File: config.mk
export PLATFORM = sky130hd
export DESIGN_NAME = uart_tx
export DESIGN_NICKNAME = d
export VERILOG_FILES = /design/src/rtl/uart_pkg.sv /design/src/rtl/uart_baud_tick.sv /design/src/rtl/uart_tx.sv
export SDC_FILE = /design/constraint.sdc
export NUM_CORES = 1
export LEC_CHECK = 0
export BUFFER_PORTS_ARGS = -buffer_cell sky130_fd_sc_hd__buf_4
export CAP_MARGIN = 40
export CORE_MARGIN = 2
export CORE_UTILIZATION = 40
export CTS_BUF_LIST = sky130_fd_sc_hd__clkbuf_8
export DETAILED_ROUTE_END_ITERATION = 8
export PLACE_DENSITY = 0.67
export SETUP_SLACK_MARGIN = 0.5
export SYNTH_ARGS = -nofsm -noshare
export SYNTH_HDL_FRONTEND = slang
export SYNTH_SLANG_ARGS = --single-unit
File: constraint.sdc
create_clock -name clk -period 2.8 [get_ports clk]
set_clock_uncertainty 0.1 [all_clocks]
set_input_delay 0.28 -clock clk [delete_from_list [all_inputs] [get_ports clk]]
set_output_delay 0.28 -clock clk [all_outputs]
set_load 0.03 [all_outputs]
File: src/rtl/uart_pkg.sv
// Shared UART definitions: FSM state encodings, parity modes and default divider.
// Used by both the transmit and receive paths.
package uart_pkg;

  typedef logic [2:0] uart_state_t;

  localparam uart_state_t ST_IDLE  = 3'd0;
  localparam uart_state_t ST_START = 3'd1;
  localparam uart_state_t ST_DATA  = 3'd2;
  localparam uart_state_t ST_PAR   = 3'd3;
  localparam uart_state_t ST_STOP  = 3'd4;

  localparam int PARITY_NONE = 0;
  localparam int PARITY_EVEN = 1;
  localparam int PARITY_ODD  = 2;

  // 50 MHz system clock at 115200 baud
  localparam int CLK_DIV_DEFAULT = 434;

  function automatic logic parity_bit(input logic [7:0] data, input int mode);
    return (^data) ^ (mode == PARITY_ODD);
  endfunction

endpackage

File: src/rtl/uart_baud_tick.sv
// Bit-period down-counter: load sets the period, tick fires while enabled at zero.
// Holds its value when disabled so it stays quiet in idle.
module uart_baud_tick #(
  parameter int W = 16
) (
  input  logic         clk,
  input  logic         rst,
  input  logic         load,
  input  logic         en,
  input  logic [W-1:0] load_val,
  output logic         tick
);

  logic [W-1:0] cnt_q, cnt_d;

  always_comb begin
    cnt_d = cnt_q;
    if (load) begin
      cnt_d = load_val;
    end else if (en && (cnt_q != '0)) begin
      cnt_d = cnt_q - W'(1);
    end
  end

  always_ff @(posedge clk or posedge rst) begin
    if (rst) begin
      cnt_q <= '0;
    end else begin
      cnt_q <= cnt_d;
    end
  end

  assign tick = en && (cnt_q == '0);

endmodule

File: src/rtl/uart_tx.sv
// UART transmitter with a one-entry holding register so the next byte can be
// buffered while the current frame is on the line.
//
// state | meaning
// IDLE  | line high, waiting for a held byte
// START | start bit (low)
// DATA  | 8 data bits, LSB first
// PAR   | parity bit (only when PARITY != none)
// STOP  | STOP_BITS stop bits (high)
module uart_tx
  import uart_pkg::*;
#(
  parameter int CLK_DIV   = CLK_DIV_DEFAULT,
  parameter int PARITY    = PARITY_NONE,
  parameter int STOP_BITS = 1
) (
  input  logic       clk,
  input  logic       rst,
  input  logic [7:0] tx_data,
  input  logic       tx_valid,
  output logic       tx_ready,
  output logic       txd,
  output logic       tx_busy
);

  localparam logic [15:0] BAUD_RELOAD = 16'(CLK_DIV - 1);
  localparam logic [2:0]  LAST_STOP   = 3'(STOP_BITS - 1);

  uart_state_t state_q, state_d;
  logic [7:0]  hold_q, hold_d;
  logic        hold_full_q, hold_full_d;
  logic [7:0]  shift_q, shift_d;
  logic [2:0]  bit_cnt_q, bit_cnt_d;
  logic        par_q, par_d;
  logic        txd_q, txd_d;
  logic        baud_load;
  logic        baud_tick;

  uart_baud_tick #(.W(16)) u_baud (
    .clk      (clk),
    .rst      (rst),
    .load     (baud_load),
    .en       (state_q != ST_IDLE),
    .load_val (BAUD_RELOAD),
    .tick     (baud_tick)
  );

  always_comb begin
    state_d     = state_q;
    hold_d      = hold_q;
    hold_full_d = hold_full_q;
    shift_d     = shift_q;
    bit_cnt_d   = bit_cnt_q;
    par_d       = par_q;
    txd_d       = txd_q;
    baud_load   = 1'b0;

    case (state_q)
      ST_IDLE: begin
        if (hold_full_q) begin
          state_d     = ST_START;
          shift_d     = hold_q;
          par_d       = parity_bit(hold_q, PARITY);
          hold_full_d = 1'b0;
          txd_d       = 1'b0;
          baud_load   = 1'b1;
        end
      end
      ST_START: begin
        if (baud_tick) begin
          state_d   = ST_DATA;
          bit_cnt_d = 3'd0;
          txd_d     = shift_q[0];
          baud_load = 1'b1;
        end
      end
      ST_DATA: begin
        if (baud_tick) begin
          baud_load = 1'b1;
          if (bit_cnt_q == 3'd7) begin
            bit_cnt_d = 3'd0;
            if (PARITY != PARITY_NONE) begin
              state_d = ST_PAR;
              txd_d   = par_q;
            end else begin
              state_d = ST_STOP;
              txd_d   = 1'b1;
            end
          end else begin
            bit_cnt_d = bit_cnt_q + 3'd1;
            shift_d   = {1'b0, shift_q[7:1]};
            txd_d     = shift_q[1];
          end
        end
      end
      ST_PAR: begin
        if (baud_tick) begin
          state_d   = ST_STOP;
          bit_cnt_d = 3'd0;
          txd_d     = 1'b1;
          baud_load = 1'b1;
        end
      end
      ST_STOP: begin
        if (baud_tick) begin
          if (bit_cnt_q != LAST_STOP) begin
            bit_cnt_d = bit_cnt_q + 3'd1;
            baud_load = 1'b1;
          end else if (hold_full_q) begin
            // back-to-back frame: no idle gap on the line
            state_d     = ST_START;
            shift_d     = hold_q;
            par_d       = parity_bit(hold_q, PARITY);
            hold_full_d = 1'b0;
            bit_cnt_d   = 3'd0;
            txd_d       = 1'b0;
            baud_load   = 1'b1;
          end else begin
            state_d   = ST_IDLE;
            bit_cnt_d = 3'd0;
            txd_d     = 1'b1;
          end
        end
      end
      default: begin
        state_d = ST_IDLE;
        txd_d   = 1'b1;
      end
    endcase

    // accept only when empty, so it never collides with the clear above
    if (tx_valid && !hold_full_q) begin
      hold_d      = tx_data;
      hold_full_d = 1'b1;
    end
  end

  always_ff @(posedge clk or posedge rst) begin
    if (rst) begin
      state_q     <= ST_IDLE;
      hold_q      <= 8'h00;
      hold_full_q <= 1'b0;
      shift_q     <= 8'h00;
      bit_cnt_q   <= 3'd0;
      par_q       <= 1'b0;
      txd_q       <= 1'b1;
    end else begin
      state_q     <= state_d;
      hold_q      <= hold_d;
      hold_full_q <= hold_full_d;
      shift_q     <= shift_d;
      bit_cnt_q   <= bit_cnt_d;
      par_q       <= par_d;
      txd_q       <= txd_d;
    end
  end

  assign tx_ready = !hold_full_q;
  assign tx_busy  = (state_q != ST_IDLE) || hold_full_q;
  assign txd      = txd_q;

endmodule

== Word level (Yosys, flattened, before mapping) ==
Cells that the tools add are included.

* Word-level logic and storage cells: 87
* Flip-flop bits (word level): 40

* Equal/unequal tests: 16
* Add/subtract/negate cells: 2
* Multiplexer cells: 41
* Reduce and logical (&&, ||, !) cells: 21

{| class="wikitable"
|+ Operators with widths
! kind !! number
|-
| $mux W8 || 5
|-
| $mux W3 || 12
|-
| $mux W16 || 2
|-
| $pmux W8 S3 || 1
|-
| $logic_not A16 Y1 || 1
|-
| $mux W1 || 16
|-
| $ne A2 B2 Y1 const B || 8
|-
| $reduce_bool A16 Y1 || 1
|-
| $sub A16 B1 Y16 const B || 1
|-
| $pmux W3 S5 || 1
|-
| $reduce_bool A3 Y1 || 5
|-
| $pmux W3 S3 || 1
|-
| $reduce_and A7 Y1 || 1
|-
| $eq A3 B2 Y1 const B || 2
|-
| $eq A3 B3 Y1 const B || 2
|-
| $ne A3 B3 Y1 const B || 2
|-
| $reduce_and A6 Y1 || 1
|-
| $pmux W1 S5 || 1
|-
| $reduce_and A5 Y1 || 1
|-
| $reduce_and A4 Y1 || 1
|-
| $add A3 B1 Y3 const B || 1
|-
| $eq A3 B1 Y1 const B || 1
|-
| $logic_and A1 B1 Y1 || 3
|-
| $logic_not A3 Y1 || 1
|-
| other kinds (9) || 9
|}

== Longest topological paths before layout ==
* Depth after elaboration: 5
* Gate-level depth with buffers: 8

== Modules after synthesis ==
Synthesis repeated with hierarchy kept, for this count alone.

* Cells, all modules: 248
* Area, all modules: 2377.3 sq um

{| class="wikitable"
|+ Modules (own cells, without submodules)
! module !! instances !! cells an instance !! sequential area each (sq um) !! area an instance (sq um)
|-
| uart_tx || 1 || 126 || 601.8 || 1313.8
|-
| uart_baud_tick || 1 || 122 || 400.4 || 1063.5
|}

== Least setup slack after synthesis ==
OpenSTA, ideal clock, no wires.

* Path type: register -> register
* From: register u_baud.cnt_q[0]
* To: register shift_q[0]
* Stages on the path, launching flop included: 8
* Setup slack: 0.626 ns
* Data required time: 2.575 ns
* Data arrival time: 1.949 ns
* Setup time: 0.125 ns
* Cell sequence: dfrtp_1 > inv_1 > ha_1 > nor4b_1 > nand4b_4 > o21ai_4 > o21ai_4 > mux2_4

* Longest elaborated chain between the ends: 4
* Elaborated cells between the ends (all ways): 5
* Classes of those cells: eq/ne (2); reduce/logical (3)

{| class="wikitable"
|+ Ends and longest elaborated chain
! what !! line !! source
|-
| from (decl) || uart_baud_tick.sv:14 || <nowiki>logic [W-1:0] cnt_q, cnt_d;</nowiki>
|-
| from (signal assigned) || uart_baud_tick.sv:29 || <nowiki>cnt_q <= cnt_d;</nowiki>
|-
| $logic_not A16 Y1 * || uart_baud_tick.sv:33 || <nowiki>assign tick = en && (cnt_q == '0);</nowiki>
|-
| $logic_and A1 B1 Y1 * || uart_baud_tick.sv:33 ||
|-
| $ne A2 B2 Y1 (no source line) || - ||
|-
| $reduce_and A5 Y1 (no source line) * || - ||
|-
| to (signal assigned) || uart_tx.sv:151 || <nowiki>shift_q <= shift_d;</nowiki>
|-
| to (decl) || uart_tx.sv:32 || <nowiki>logic [7:0] shift_q, shift_d;</nowiki>
|}

Mark *: on every way between the ends. The rest lies on a longest branch, timed or not.
A chain may end at the register's enable or synchronous reset.

== Worst setup path in the final report ==
* From: register u_baud.cnt_q[9]
* To: register shift_q[6]

The elaborated chain is that of the path after synthesis.

==> flow_metrics.env <==
export IMPL_fp_dieH_um=77.95
export IMPL_row_count=26
export IMPL_power_leakage_nw=1.154
export IMPL_fin_util_pct=49.74
export IMPL_r2r_slack_ps=530
export IMPL_max_freq_mhz=441.4
export IMPL_report_final_slew_viol_count=0
export IMPL_cts_sinks=40
export IMPL_grt_ovfl_total=0
export IMPL_syn_nets=217
export IMPL_pwr_density_cell_mw_per_mm2=789.0
export IMPL_crit_path_end_kind="flop"
export IMPL_drc=0
export IMPL_async_flop_share_pct=100.0
export IMPL_n_antenna_cell=0
export IMPL_grt_max_degree=41
export IMPL_seq_area_mm2=0.001002
export IMPL_critPathArrivalTime_ps=2340
export IMPL_synth_distinct_cells=45
export IMPL_drive_gt1_share_pct=33.92
export IMPL_grt_pass1_wl_mm=7.182
export IMPL_ir_worst_vdd_mv=0.4409
export IMPL_ys_flop_type="dfrtp_1"
export IMPL_timing_rr_start="u_baud.cnt_q[9]$_DFFE_PP0P_"
export IMPL_insertion_delay_ps=300
export IMPL_ys_warn_count=0
export IMPL_yosys_area_share_adder_pct=2.860
export IMPL_die_area_mm2=0.006075
export IMPL_route_antenna_remaining_nets=0
export IMPL_antenna_found_initial=0
export IMPL_syn_area_mm2=0.002187
export IMPL_cts_buffers=5
export IMPL_hold_class="in2async"
export IMPL_worstMarginPinSlew_ps=686.4
export IMPL_area_growth_pct=18.36
export IMPL_synth_compound_area_share_pct=8.181
export IMPL_clock_path_buffers=2
export IMPL_clock_root_buffer="clkbuf_8"
export IMPL_place_congestion=0.8274
export IMPL_setup_viol_count_final=0
export IMPL_hold_buffers=0
export IMPL_crit_reg2reg_capture="shift_q[6]$_DFFE_PP0P_"
export IMPL_synth_xor_area_share_pct=6.007
export IMPL_cts_tree="done"
export IMPL_yosysSeqAreaShare_pct=45.82
export IMPL_fin_crit_ps=2265
export IMPL_wl_per_cell_um=14.13
export IMPL_max_slew_margin_pct=54.15
export IMPL_hold_violations=7
export IMPL_synth_cells=201
export IMPL_status="finished with violations"
export IMPL_nFillCells=483
export IMPL_io_pins=14
export IMPL_first_global_vias=1512
export IMPL_start_util_pct=42.02
export IMPL_period_share_pct=80.90
export IMPL_synthSimpleGateAreaFrac_pct=19.16
export IMPL_track_usage_pct=15.01
export IMPL_synth_ff_latch_count=40
export IMPL_crit_path_max_fanout=8
export IMPL_path_clk_slew_ps=80
export IMPL_synth_edff_count=0
export IMPL_port_buffers=13
export IMPL_routed_wl_mm=4.198
export IMPL_synth_mux_area_share_pct=14.24
export IMPL_r2r_cells=6
export IMPL_first_pass_iters=4
export IMPL_num_vias=1559
export IMPL_core_mm2=0.005205
export IMPL_multi_input_area_mm2=0.001151
export IMPL_failed_checks="negative hold slack"
export IMPL_drt_iter0_drc=121
export IMPL_avgSynthCellArea_um2=10.88
export IMPL_layout_nets=242
export IMPL_cp_data_required_time_ps=2880
export IMPL_totalNegativeSetupSlack_ps=0
export IMPL_fp_dieW_um=77.95
export IMPL_htreeDepth=2
export IMPL_vias_per_cell=5.249
export IMPL_hpwl_mm=2.846
export IMPL_worstSetupPathType="reg2reg"
export IMPL_drv_cap=0
export IMPL_hold_slack_ps=-3.409
export IMPL_crit_path_start_kind="flop"
export IMPL_rsz0062_at_grt="yes"
export IMPL_synth_top_family_by_area="simple AND/OR/NAND/NOR gates"
==> critical path, stage by stage (launching register included) <==
cell and delay [ps]:
dfrtp_1 420, or4_4 560, nand4b_4 210, buf_6 180, o21ai_4 180, o21ai_4 160
mux2_4 330
==> synthesized netlist by cell type, drive strengths merged (4+ instances only) <==
cell type / n / area [um2]
a21oi: 6 / 33.78
nand3: 9 / 45.04
dfrtp: 39 / 975.9
nor3: 8 / 40.04
xor2: 10 / 87.58
xnor2: 5 / 43.79
inv: 8 / 30.03
nand2: 9 / 33.78
nor2: 22 / 82.58
mux2: 25 / 311.6
clkbuf: 8 / 30.03
ha: 5 / 62.56
o21ai: 5 / 47.54
nor2b: 4 / 25.02
==> power by group <==
group | internal (W) | switching [W] | total, W
sequential | 0.000773 | 0.000162 | 0.000935
combinational | 0.000400 | 0.000308 | 0.000707
clock | 0.000197 | 0.000204 | 0.000400
total | 0.00137 | 0.000674 | 0.00204
==> per-stage QoR <==
step | total power [W] | hold WS, ps | setup slack [ps] | area [um2] | std cells
2_1_floorplan | 0.001451 | 297.0 | 625.8 | 2187 | 201
3_3_place_gp | 0.001588 | 343.8 | 339.7 | 2381 | 281
3_5_place_dp | 0.001605 | 347.4 | 313.9 | 2381 | 281
4_1_cts | 0.002034 | 23.21 | 525.8 | 2510 | 290
5_1_grt | 0.002195 | 64.54 | 458.9 | 2589 | 297
6_report | 0.002042 | -3.409 | 534.7 | 2589 | 297
==> how the worst max path moves through the flow <==
stage                             endpoint  cells after the start                   startpoint
2_1_floorplan       shift_q[0]$_DFFE_PP0P_                      7  u_baud.cnt_q[0]$_DFFE_PP0P_
3_3_place_gp   u_baud.cnt_q[3]$_DFFE_PP0P_                      5  u_baud.cnt_q[8]$_DFFE_PP0P_
3_5_place_dp   u_baud.cnt_q[1]$_DFFE_PP0P_                      5  u_baud.cnt_q[8]$_DFFE_PP0P_
4_1_cts             shift_q[6]$_DFFE_PP0P_                      6  u_baud.cnt_q[9]$_DFFE_PP0P_
5_1_grt                    txd$_DFFE_PP1P_                      7  u_baud.cnt_q[0]$_DFFE_PP0P_
6_report            shift_q[6]$_DFFE_PP0P_                      6  u_baud.cnt_q[9]$_DFFE_PP0P_
==> routing by layer <==
metal	wire length, um	track usage [%]	vias up	part of all wire, %
li1	-	-	760	-
met1	1842	19.94	764	44
met2	2121	23.19	28	51
met3	147	3.605	7	3.5
met4	87	6.842	0	2.1
met5	0	0	-	0
==> what timing repair did <==
action,in CTS,in global routing
resized for setup,6,6
pin swaps,0,4
setup buffers,1,7
endpoints found under the hold margin,0,0
setup endpoints to repair,21,15
gates cloned,0,0
==> flip-flops by register name (all words and copies together) (netlist names) <==
| register | flops |
|---|---|
| bit_cnt_q | 3 |
| hold_full_q | 1 |
| hold_q | 8 |
| shift_q | 8 |
| state_q | 3 |
| txd | 1 |
| u_baud.cnt_q | 16 |
==> final cells by class <==
class / count / area share (%)
Tap cell: 70 / 3.383
Sequential cell: 40 / 38.71
Timing Repair Buffer: 29 / 8.700
Clock inverter: 2 / 0.3867
Clock buffer: 6 / 3.190
Inverter: 8 / 1.160
Multi-Input combinational cell: 142 / 44.47
==> layout by cell type (no fill, tap or decap), types with 2 or more instances in the layout <==
cell and n:
a21oi_1 5, buf_4 27, buf_6 2, clkbuf_8 6
clkinv_2 2, dfrtp_1 39, ha_1 5, inv_1 7
mux2_2 17, mux2_4 8, nand2_1 9, nand2b_1 3
nand3_1 9, nand4_1 3, nand4b_1 2, nor2_1 22
nor2b_1 4, nor3_1 7, nor4_1 2, nor4b_2 2
o21ai_0 2, o21ai_4 2, o22ai_1 2, xnor2_1 5
xor2_1 10
==> logic make-up (layout without fill, tap and decap cells) <==
group / after synthesis / count (layout)
multiplexers: 25 / 25
adder cells (fa/ha/maj): 5 / 5
XOR/XNOR: 15 / 15
AND/OR/NAND/NOR: 74 / 74
buffers and inverters: 19 / 45
AO/OA/AOI/OAI: 23 / 23
flip-flops: 40 / 40
(Power assumes the default switching activity.)
